**config.mk**
```make
export PLATFORM = sky130hd
export DESIGN_NAME = ex_div
export DESIGN_NICKNAME = d
export VERILOG_FILES = /design/src/rtl/ex_div.sv
export SDC_FILE = /design/constraint.sdc
export NUM_CORES = 1
export LEC_CHECK = 0
export CORE_MARGIN = 2
export CORE_UTILIZATION = 35
export CTS_CLUSTER_DIAMETER = 100
export CTS_CLUSTER_SIZE = 40
export DETAILED_ROUTE_END_ITERATION = 8
export PLACE_DENSITY_LB_ADDON = 0.1
export SLEW_MARGIN = 0
export SYNTH_ARGS = -nofsm -noshare
export SYNTH_HDL_FRONTEND = slang
export SYNTH_SLANG_ARGS = --single-unit
```
**constraint.sdc**
```tcl
create_clock -name clk -period 5.8 [get_ports clk]
set_input_delay 0.58 -clock clk [delete_from_list [all_inputs] [get_ports clk]]
set_output_delay 0.58 -clock clk [all_outputs]
set_load 0.005 [all_outputs]
```
**src/rtl/ex_div.sv**
```systemverilog
`default_nettype none
// ============================================================================
// Module      : ex_div
// Description : EX-stage multi-cycle radix-2 restoring divider (DIV/DIVU),
//               returns {remainder, quotient}. Optional DIV_EARLY_EXIT_EN
//               short-circuits |dividend| < |divisor| in two edges.
// Revision    : 1.0 - initial release
// ============================================================================
module ex_div #(
    parameter int WIDTH = 32
) (
    input  logic                 clk,
    input  logic                 rst,
    input  logic                 flush,
    input  logic                 annul_i,
    input  logic                 start_i,
    input  logic                 signed_div_i,
    input  logic [WIDTH-1:0]     opdata1_i,
    input  logic [WIDTH-1:0]     opdata2_i,
    output logic [2*WIDTH-1:0]   result_o,
    output logic                 ready_o,
    output logic                 busy_o
);

    localparam int                 c_cnt_w = $clog2(WIDTH + 1);
    localparam logic [c_cnt_w-1:0] c_last  = c_cnt_w'(WIDTH - 1);
    localparam logic [c_cnt_w-1:0] c_one   = c_cnt_w'(1);

    typedef enum logic [1:0] {
        FREE   = 2'd0,
        BYZERO = 2'd1,
        ON     = 2'd2,
        END    = 2'd3
    } state_t;

    state_t               state_q, state_d;
    logic [c_cnt_w-1:0]   cnt_q, cnt_d;
    logic [WIDTH-1:0]     rem_q, rem_d;
    logic [WIDTH-1:0]     quo_q, quo_d;
    logic [WIDTH-1:0]     dvsr_q, dvsr_d;
    logic                 neg_quo_q, neg_quo_d;
    logic                 neg_rem_q, neg_rem_d;
    logic [2*WIDTH-1:0]   result_q, result_d;
    logic                 ready_q, ready_d;
`ifdef DIV_EARLY_EXIT_EN
    logic                 early_q, early_d;
`endif

    logic [WIDTH-1:0]     w_abs1, w_abs2;
    logic [WIDTH:0]       w_shift, w_diff;
    logic [WIDTH-1:0]     w_rem_nxt, w_quo_nxt, w_rem_fix, w_quo_fix;

    assign w_abs1 = (signed_div_i && opdata1_i[WIDTH-1]) ? -opdata1_i : opdata1_i;
    assign w_abs2 = (signed_div_i && opdata2_i[WIDTH-1]) ? -opdata2_i : opdata2_i;

    // One restoring step: the dividend MSB shifts into the partial remainder
    assign w_shift   = {rem_q, quo_q[WIDTH-1]};
    assign w_diff    = w_shift - {1'b0, dvsr_q};
    assign w_rem_nxt = w_diff[WIDTH] ? w_shift[WIDTH-1:0] : w_diff[WIDTH-1:0];
    assign w_quo_nxt = {quo_q[WIDTH-2:0], ~w_diff[WIDTH]};
    assign w_rem_fix = neg_rem_q ? -w_rem_nxt : w_rem_nxt;
    assign w_quo_fix = neg_quo_q ? -w_quo_nxt : w_quo_nxt;

    assign result_o = result_q;
    assign ready_o  = ready_q;
    assign busy_o   = (state_q == ON) || (state_q == BYZERO);

    always_comb begin
        state_d   = state_q;
        cnt_d     = cnt_q;
        rem_d     = rem_q;
        quo_d     = quo_q;
        dvsr_d    = dvsr_q;
        neg_quo_d = neg_quo_q;
        neg_rem_d = neg_rem_q;
        result_d  = result_q;
        ready_d   = ready_q;
`ifdef DIV_EARLY_EXIT_EN
        early_d   = early_q;
`endif
        if (flush || annul_i) begin
            state_d  = FREE;
            ready_d  = 1'b0;
            result_d = '0;
        end else begin
            case (state_q)
                FREE: begin
                    if (start_i) begin
                        cnt_d     = '0;
                        rem_d     = '0;
                        quo_d     = w_abs1;
                        dvsr_d    = w_abs2;
                        neg_quo_d = signed_div_i && (opdata1_i[WIDTH-1] ^ opdata2_i[WIDTH-1]);
                        neg_rem_d = signed_div_i && opdata1_i[WIDTH-1];
`ifdef DIV_EARLY_EXIT_EN
                        early_d   = 1'b0;
`endif
                        if (opdata2_i == '0) begin
                            state_d = BYZERO;
                        end
`ifdef DIV_EARLY_EXIT_EN
                        // Quotient is zero; the remainder is the untouched signed dividend
                        else if (w_abs1 < w_abs2) begin
                            state_d = BYZERO;
                            early_d = 1'b1;
                            quo_d   = opdata1_i;
                        end
`endif
                        else begin
                            state_d = ON;
                        end
                    end
                end
                BYZERO: begin
                    state_d = END;
                    ready_d = 1'b1;
`ifdef DIV_EARLY_EXIT_EN
                    result_d = early_q ? {quo_q, {WIDTH{1'b0}}} : '0;
`else
                    result_d = '0;
`endif
                end
                ON: begin
                    rem_d = w_rem_nxt;
                    quo_d = w_quo_nxt;
                    cnt_d = cnt_q + c_one;
                    if (cnt_q == c_last) begin
                        state_d  = END;
                        ready_d  = 1'b1;
                        result_d = {w_rem_fix, w_quo_fix};
                    end
                end
                END: begin
                    if (!start_i) begin
                        state_d  = FREE;
                        ready_d  = 1'b0;
                        result_d = '0;
                    end
                end
                default: begin
                    state_d = FREE;
                end
            endcase
        end
    end

    always_ff @(posedge clk or negedge rst) begin
        if (!rst) begin
            state_q   <= FREE;
            cnt_q     <= '0;
            rem_q     <= '0;
            quo_q     <= '0;
            dvsr_q    <= '0;
            neg_quo_q <= 1'b0;
            neg_rem_q <= 1'b0;
            result_q  <= '0;
            ready_q   <= 1'b0;
`ifdef DIV_EARLY_EXIT_EN
            early_q   <= 1'b0;
`endif
        end else begin
            state_q   <= state_d;
            cnt_q     <= cnt_d;
            rem_q     <= rem_d;
            quo_q     <= quo_d;
            dvsr_q    <= dvsr_d;
            neg_quo_q <= neg_quo_d;
            neg_rem_q <= neg_rem_d;
            result_q  <= result_d;
            ready_q   <= ready_d;
`ifdef DIV_EARLY_EXIT_EN
            early_q   <= early_d;
`endif
        end
    end

endmodule
`default_nettype wire

```
==> results of run 1 <==
## per-layer routing
layer  vias up  part of all wire  global-route usage
met5         -                 0                   0
li1       5422                 -                   -
met4         0             0.013             0.05367
met3        31             0.040             0.02079
met2       282              0.41              0.3008
met1      5155              0.54              0.3422
## worst max-delay path, delay by kind of cell, from the launching register on
family	cells	cell delay, ps
AOI/OAI and AO/OA	7	1550
xor gates and xnor gates	1	160
adders and majority gates	3	860
buffers and inverters	3	280
DFF	1	430
muxes	1	210
and+or+nand+nor	6	1560
## power by group through the flow
stage,Clock [mW],Combinational (mW),Sequential [mW]
floorplan,0,0.890,1.46
global placement,0,1.26,1.54
detailed placement,0,1.26,1.55
CTS,1.22,1.26,1.52
global route,1.27,1.40,1.55
finish,1.19,1.26,1.53
## path summary, 6_finish.rpt
kind	start	slack, ps	end
worst min register to register	dvsr_q[25]	480	dvsr_q[25]
worst min-delay path	rst	70	result_o[15]
max in group asynchronous	rst	4490	dvsr_q[29]
min in group clk	dvsr_q[25]	480	dvsr_q[25]
worst max-delay path	quo_q[31]	610	result_o[62]
worst max register to register	quo_q[31]	610	result_o[62]
## state kept, by name, indices dropped and copies added, names as in the netlist
name / count
neg_quo_q: 1
ready_o: 1
rem_q: 32
cnt_q: 6
state_q: 2
dvsr_q: 32
neg_rem_q: 1
quo_q: 32
result_o: 64
## final cells by class
type	instances	area [um^2]
sequential	171	4279
multi-input combinational	1169	7337
timing repair buffer	146	1435
fill	3587	19940
clock inverter	13	153.9
clock buffer	19	452.9
tap	455	569.3
inverter	54	205.2
## per-stage QoR
| step | utilization | hold slack (ps) | std cells | total power [mW] | area, um^2 |
|---|---|---|---|---|---|
| final | 0.4199 | 66.07 | 2027 | 3.979 | 14430 |
| after global routing | 0.4199 | 90.54 | 2027 | 4.224 | 14430 |
| after CTS | 0.4199 | 70.93 | 2027 | 4.008 | 14430 |
| after detailed placement | 0.4022 | 470.6 | 1995 | 2.803 | 13830 |
| after global placement | 0.4022 | 461.8 | 1995 | 2.796 | 13830 |
| after floorplan | - | 284.4 | 1472 | 2.349 | 12140 |
## cells by family (layout without fill, tap and decap cells)
kind of cell    after synthesis  count (layout)  share of synthesized area
buf+inv                     132             232                    0.04461
simple gates                488             488                     0.1866
fa+ha+maj                    42              42                    0.04389
flops                       171             171                     0.3524
compound gates              464             464                     0.2426
xor+xnor                    142             142                     0.1024
mux                          33              33                    0.02751
## layout by cell type, fill, tap and decap left out, drive strengths merged, types with 22 or more instances in the layout
cell,netlist,final
o21ai,221,221
nand2,206,206
dfrtp,171,171
clkdlybuf4s50,0,134
nor2,105,105
a21oi,100,100
xor2,76,76
xnor2,66,66
inv,54,60
nand3,42,42
ha,41,41
nor3,31,31
mux2i,30,30
o31ai,27,27
nor4,26,26
o41ai,22,22
==> key figures, run 1 <==
Outcome
  – Outcome: completed

Die
  – Initial core utilization: 0.3533
  – IO Count: 136
  – Core area: 34370 um^2
  – Die area: 36200 um^2
  – Row cnt: 68
  – Die width: 190.3 um
  – Chip height: 190.3 um

Routing
  – Post-route ant nets: 0
  – DRT Wirelength: 37.93 mm
  – Number of remaining DRC errors: 0
  – Initial DRT Pass Iterations: 5
  – DR vias: 10890
  – Avg Vias per Cell: 5.372
  – Iteration-0 DRC Markers: 852
  – Routed len/inst: 18.71 um

Clock network
  – Longest Clk Path Bufs: 2
  – Hold Buf Count CTS: 0
  – Clk sink count: 171
  – Clk Latency, worst-skew pair: 440 ps
  – Root buf cell: clkbuf_16
  – Num CTS Buffers: 17
  – Setup Buffers After CTS: 0
  – Clock transition at path regs: 70 ps
  – Htree depth: 4
  – CTS resizes: 0
  – TritonCTS clock tree: built

Worst setup path
  – Crit. End Element: flip-flop
  – Worst EP required: 6120 ps
  – Worst-path maximum fanout: 14
  – CP Launch Type: flip-flop
  – Worst setup path class: reg -> reg
  – Slowest CP cell: or4b_1
  – Critical Path Max Stage Delay: 620 ps
  – CP cell instances: inv_1, ha_1, inv_1, fa_1, a211oi_2, o21ai_2, o2111ai_2, a21oi_2, nor3_4, nor2_8, inv_4, nor2_1, a21oi_1, ha_1, nand3b_1, or4b_1, mux2i_1, nand3b_1, o41ai_2, xnor2_1, o21ai_1
  – R2R cell count: 21
  – Arrival @ worst endpoint: 5510 ps

Logic synthesis
  – Syn_area_per_cell: 8.250 um^2
  – Flops & latches, synth: 171
  – EDFF count, synth: 0
  – Gate count of the mapped netlist: 1472
  – Syn Std Cell Area: 12140 um^2
  – Synth cell count leaders: nand2_1, o21ai_0, dfrtp_1
  – Top-count cell post-synth: nand2_1
  – Sequential share of the synthesized area: 0.3524
  – Area share of the largest cell type after synthesis: 0.3524
  – Synth area leader: dfrtp_1
  – Synth async-reset ratio: 1.000
  – Synth cell types: 80
  – Synth area leaders: dfrtp_1, o21ai_0, nand2_1
  – Synth warn: 0
  – Ys flop type: dfrtp_1
  – Synth Net Count: 1584

Cells and area
  – Proportion of layout cells with a drive suffix above 1: 0.06361
  – Ant diodes: 0
  – Layout area overhead: 18.84%
  – Final net count: 1671

STA
  – Crit path time final: 5191 ps
  – Setup violators final: 0
  – Final Max Slew Viols: 0
  – Setup TNS: 0 ps
  – Worst setup margin: 608.7 ps
  – Skew final: 11.50 ps
  – Slew margin rel.: 0.2436
  – RSZ-0062 raised after global routing: false
  – Tcrit/Tclk final: 0.8951
  – Hold Violations, Final: 0
  – Worst Tran Pin Value: 1135 ps
  – Fmax achieved: 192.6 MHz

GRT
  – GRT Total Usage: 0.2132
  – First-pass GRT wire length: 60.32 mm
  – Grt ovf: 0
  – Antenna violations before repair: 0
  – Vias in the first global route: 10380
  – Largest net degree at the start of global routing: 74

Pwr
  – Flop pwr share: 0.384
  – Int Power: 2.457 mW
  – Gate power share: 0.316
  – Cell Pwr Density: 275.7 nW/um^2
  – Static Leak: 5.889 nW
  – Switching power total: 1.522 mW
  – VDD IR-drop max: 0.0001912 V
  – Net Sw Frac: 0.3825
  – Clock share of power: 0.300

Place
  – PortBufs: 135
  – Post-Place Setup Slack: 604.8 ps
  – Placer Congestion: 0.8920
  – Dpl hpwl: 29.62 mm

Hold path
  – Worst min-delay path class: in -> async

Run
  – Max-cap violations: 0
Note: power is estimated with default switching activity, not from simulation.
==> inputs of run 2 (changes only) <==
Settings changed: GPL_TIMING_DRIVEN set to 0.
==> run 2 against run 1 <==
Register-to-register slack got worse by 190 ps. Sequential share of layout area down 0.71 points. Hold slack gained 100 ps. Utilization increased by 1.0 points. First-iteration DRC count decreased by 2.1%. Clock skew up 1.6 ps. Largest cell class unchanged. Highest routed layer unchanged.
==> key figures, run 2 (synthesis results as in run 1) <==
Outcome
  – Outcome: completed

Die
  – Die width: 190.3 um
  – Chip height: 190.3 um
  – IO Count: 136
  – Core area: 34370 um^2
  – Row cnt: 68
  – Die area: 36200 um^2
  – Initial core utilization: 0.3533

STA
  – Hold Violations, Final: 0
  – RSZ-0062 raised after global routing: false
  – Slew margin rel.: 0.3759
  – Final Max Slew Viols: 0
  – Fmax achieved: 186.0 MHz
  – Skew final: 13.11 ps
  – Worst Tran Pin Value: 926.4 ps
  – Worst setup margin: 423.1 ps
  – Setup violators final: 0
  – Tcrit/Tclk final: 0.9271
  – Crit path time final: 5377 ps

Clock network
  – Longest Clk Path Bufs: 2
  – Clk sink count: 171
  – Clock transition at path regs: 90 ps
  – TritonCTS clock tree: built
  – Clk Latency, worst-skew pair: 450 ps
  – Num CTS Buffers: 17
  – Htree depth: 4
  – Root buf cell: clkbuf_16
  – Hold Buf Count CTS: 0

Hold path
  – Worst min-delay path class: in -> async

Cells and area
  – Max reg flops: 64
  – Area of the multi-input gates: 7362 um^2
  – Reg area: 4280 um^2
  – Most frequent cells in the layout: nand2_1, o21ai_0, dfrtp_1
  – Final net count: 1743
  – Proportion of layout cells with a drive suffix above 1: 0.06752
  – Layout area overhead: 21.80%
  – Ant diodes: 0
  – Most common cell after layout, fill and taps aside: nand2_1
  – # fillers: 3490
  – Design area: 14790 um^2

Routing
  – Initial DRT Pass Iterations: 5
  – Routed len/inst: 19.36 um
  – Post-route ant nets: 0
  – Avg Vias per Cell: 5.434
  – DR vias: 11410
  – Iteration-0 DRC Markers: 834
  – DRT Wirelength: 40.64 mm
  – Number of remaining DRC errors: 0

Run
  – Max-cap violations: 0

Worst setup path
  – Crit. End Element: flip-flop
  – Worst setup path class: reg -> reg
  – Critical path origin: quo_q[31]
  – R2R Setup Slk: 420 ps
  – R2R cell count: 22
  – Arrival @ worst endpoint: 5690 ps
  – CP Launch Type: flip-flop
  – Worst EP required: 6120 ps
  – Worst-path maximum fanout: 12
  – RR Endpoint: result_o[58]
  – RR Startpoint: quo_q[31]

Pwr
  – Static Leak: 6.011 nW
  – Total power: 4.053 mW
  – VDD IR-drop max: 0.0001787 V
  – Cell Pwr Density: 274.0 nW/um^2

Place
  – Post-Place Setup Slack: -635.4 ps
  – Placer Congestion: 0.8976
  – PortBufs: 135
  – Dpl hpwl: 31.97 mm
  – DP Area: 14100 um^2

GRT
  – Antenna violations before repair: 0
  – Grt ovf: 0
  – First-pass GRT wire length: 64.30 mm
  – Vias in the first global route: 10950
  – Largest net degree at the start of global routing: 105
  – GRT Total Usage: 0.2287
run 2: cell count changes in the layout (fill, tap and decap cells not counted), sizes merged:
cell	before	now
buf	12	24
bufinv	1	0
clkbuf	19	77
clkinvlp	1	0
inv	60	64
run 2: report_power, final:
group	switching [mW]	internal, mW
clock network	0.631	0.592
registers	0.176	1.33
logic	0.813	0.508
run 2: layout make-up:
| type | instances | share of cell area |
|---|---|---|
| multi-input combinational | 1169 | 0.4977 |
| sequential | 171 | 0.2894 |
| timing repair buffer | 141 | 0.09609 |
| tap | 455 | 0.03849 |
| clock buffer | 17 | 0.02876 |
| buffer | 77 | 0.02309 |
| inverter | 54 | 0.01387 |
| clock inverter | 15 | 0.01260 |
run 2: layer usage:
metal | GRT usage | routed length (um)
met5 | 0 | 0
met4 | 0.04979 | 469
met3 | 0.02613 | 2235
met2 | 0.3365 | 17080
met1 | 0.3561 | 20850
run 2: through the flow:
stage / hold slack (ps) / utilization / cells / TNS, ps
floorplan: 284.4 / - / 1472 / 0
global placement: 463.2 / 0.4092 / 2062 / -579700
detailed placement: 470.8 / 0.4101 / 2063 / -3816
CTS: 219.1 / 0.4291 / 2096 / 0
global route: 230.6 / 0.4303 / 2099 / 0
finish: 171.0 / 0.4303 / 2099 / 0
run 2: repair_timing:
action,in CTS,in global routing
resized for setup,6,6
pin swaps,1,3
setup endpoints to repair,12,6
setup buffers,1,4
run 2: worst max path at each step:
stage	endpoint	depth (start not counted)	slack (ps)
finish	result_o[58]	22	420
global route	result_o[58]	22	160
CTS	result_o[58]	23	40
detailed placement	result_o[58]	23	-640
global placement	dvsr_q[30]	1	-3380
floorplan	result_o[58]	23	930
run 2: worst max-delay path, stage by stage, from the launching register on:
cell and delay [ps]:
dfrtp_2 480, inv_1 80, ha_1 170, inv_1 60, fa_1 430, a211oi_2 240
o21ai_2 160, o2111ai_4 270, a21oi_2 140, o21a_1 210, buf_6 160, nor2_8 160
inv_4 110, buf_6 170, mux2i_2 270, ha_2 260, nand3b_1 110, or4b_4 590
o31ai_4 370, nand2_2 140, o41ai_4 410, xnor2_1 160, o21ai_1 70
==> inputs of run 3 (changes only) <==
Settings changed: SETUP_SLACK_MARGIN set to 0.3.
==> run 3 against run 2 <==
Setup slack improved by 83 ps. Critical endpoint is now result_o[56]. Critical path type unchanged. First-iteration DRC count grew 5.3%. Maximum frequency increased by 1.6%. Clock skew grew 3.9 ps. Total power up 0.33%. Largest cell class unchanged.
==> key figures, run 3 (synthesis results as in run 1) <==
Worst setup path
  – Crit. End Element: flip-flop
  – CP Launch Type: flip-flop
  – Worst-path maximum fanout: 10
  – Slowest CP cell: or4b_4
  – Worst setup path class: reg -> reg
  – Critical Path Max Stage Delay: 600 ps
  – CP cell instances: inv_1, ha_1, inv_1, fa_1, a211oi_2, o21ai_2, o2111ai_4, a21oi_2, o21a_1, buf_6, nor2_8, inv_4, buf_4, buf_6, a21oi_2, ha_2, nand3b_1, or4b_4, o31ai_4, buf_4, nand4_1, o21ai_1, xnor2_1, o21ai_0
  – Worst EP required: 6120 ps
  – Arrival @ worst endpoint: 5610 ps
  – CP top delay family: compound AO/OA/AOI/OAI gates
  – WP buf/inv: 7

Clock network
  – TritonCTS clock tree: built
  – Clk Latency, worst-skew pair: 460 ps
  – Clk sink count: 171
  – Root buf cell: clkbuf_16
  – Htree depth: 4
  – Clock transition at path regs: 80 ps
  – Num CTS Buffers: 17
  – Longest Clk Path Bufs: 2
  – Hold Buf Count CTS: 0

Die
  – Core area: 34370 um^2
  – IO Count: 136
  – Initial core utilization: 0.3533
  – Chip height: 190.3 um
  – Die area: 36200 um^2
  – Row cnt: 68
  – Die width: 190.3 um

Routing
  – Initial DRT Pass Iterations: 5
  – DR WL met3: 2.400 mm
  – Iteration-0 DRC Markers: 878
  – Post-route ant nets: 0
  – DRT Wirelength: 40.79 mm
  – Avg Vias per Cell: 5.471
  – Routed len/inst: 19.40 um
  – DR WL met2: 17.07 mm
  – DR vias: 11500
  – Number of remaining DRC errors: 0
  – DR top layer: met4
  – Met1 Routed Length: 20.86 mm

Pwr
  – VDD IR-drop max: 0.0001796 V
  – Cell Pwr Density: 274.2 nW/um^2
  – Static Leak: 6.025 nW

Place
  – Dpl hpwl: 31.97 mm
  – Placed cells: 2063
  – PortBufs: 135
  – DP Area: 14100 um^2
  – Placer Congestion: 0.8976

Cells and area
  – Most common cell after layout, fill and taps aside: nand2_1
  – Layout area overhead: 22.12%
  – Design area: 14830 um^2
  – Final net count: 1746
  – Max reg flops: 64
  – Post-Layout Cell Count: 2102
  – Proportion of layout cells with a drive suffix above 1: 0.06982
  – # fillers: 3487
  – Most frequent cells in the layout: nand2_1, o21ai_0, dfrtp_1
  – Ant diodes: 0

GRT
  – First-pass GRT wire length: 64.31 mm
  – Grt ovf: 0
  – Vias in the first global route: 10970
  – Largest net degree at the start of global routing: 105
  – Antenna violations before repair: 0
  – GRT Total Usage: 0.2291

STA
  – Worst Tran Pin Value: 875.3 ps
  – Fmax achieved: 188.9 MHz
  – Skew final: 17.00 ps
  – Final Max Slew Viols: 0
  – Tcrit/Tclk final: 0.9128
  – Setup violators final: 0
  – RSZ-0062 raised after global routing: true
  – Crit path time final: 5294 ps
  – Slew margin rel.: 0.4164
  – Hold Violations, Final: 0

Run
  – Max-cap violations: 0

Outcome
  – Outcome: completed

Hold path
  – Worst min-delay path class: in -> async
run 3: stage by stage:
step	worst slack, ps	TNS [ps]	utilization	hold WS [ps]	total power [mW]
final	505.7	0	0.4315	168.9	4.067
after global routing	282.9	0	0.4315	222.9	4.306
after CTS	314.5	0	0.4302	219.1	4.067
after detailed placement	-635.4	-3816	0.4101	470.8	2.827
after global placement	-3385	-579700	0.4092	463.2	2.814
after floorplan	927.0	0	-	284.4	2.349
run 3: layer usage:
metal | up-vias | track usage
li1 | 5579 | -
met4 | 0 | 0.04413
met1 | 5503 | 0.3555
met3 | 32 | 0.03257
met2 | 387 | 0.3362
met5 | - | 0
run 3: cell type report:
cell class / instances / area [um^2] / share of cell area
inverters: 54 / 205.2 / 0.01384
plain buffers: 78 / 352.8 / 0.02379
repair buffers: 143 / 1436 / 0.09685
well taps: 455 / 569.3 / 0.03839
multi-input cells: 1169 / 7375 / 0.4973
clock inverters: 15 / 186.4 / 0.01257
clock buffers: 17 / 425.4 / 0.02868
flip-flops and latches: 171 / 4280 / 0.2886
run 3: report_power, final:
| group | switching [mW] | leakage [nW] | total [mW] | internal [mW] |
|---|---|---|---|---|
| logic | 0.821 | 3.46 | 1.34 | 0.516 |
| clock network | 0.630 | 0.298 | 1.22 | 0.592 |
| registers | 0.176 | 2.27 | 1.51 | 1.33 |
run 3: timing repair:
action / in CTS / in global routing
endpoints found under the setup margin: 12 / 6
pin swaps: 3 / 7
resized for setup: 14 / 4
buffers inserted: 2 / 5
endpoints found under the hold margin: 0 / 0
run 3: worst paths after layout:
path | startpoint | depth (start not counted) | slack (ps) | endpoint
worst max-delay path | quo_q[31] | 24 | 510 | result_o[56]
worst min-delay path | rst | 1 | 170 | result_o[16]
worst max register to register | quo_q[31] | 24 | 510 | result_o[56]
worst min register to register | result_o[52] | 2 | 480 | result_o[52]
max in group asynchronous | rst | 2 | 4800 | rem_q[27]
min in group clk | result_o[52] | 2 | 480 | result_o[52]
run 3: worst reg2reg max path, delay by kind of cell, from the launching register on:
family                   cells  cell delay [ps]
flip-flops                   1              450
AND/OR/NAND/NOR              4             1010
adder cells (fa/ha/maj)      3              850
buffers and inverters        7              900
AO/OA/AOI/OAI                9             1820
XOR/XNOR                     1              140
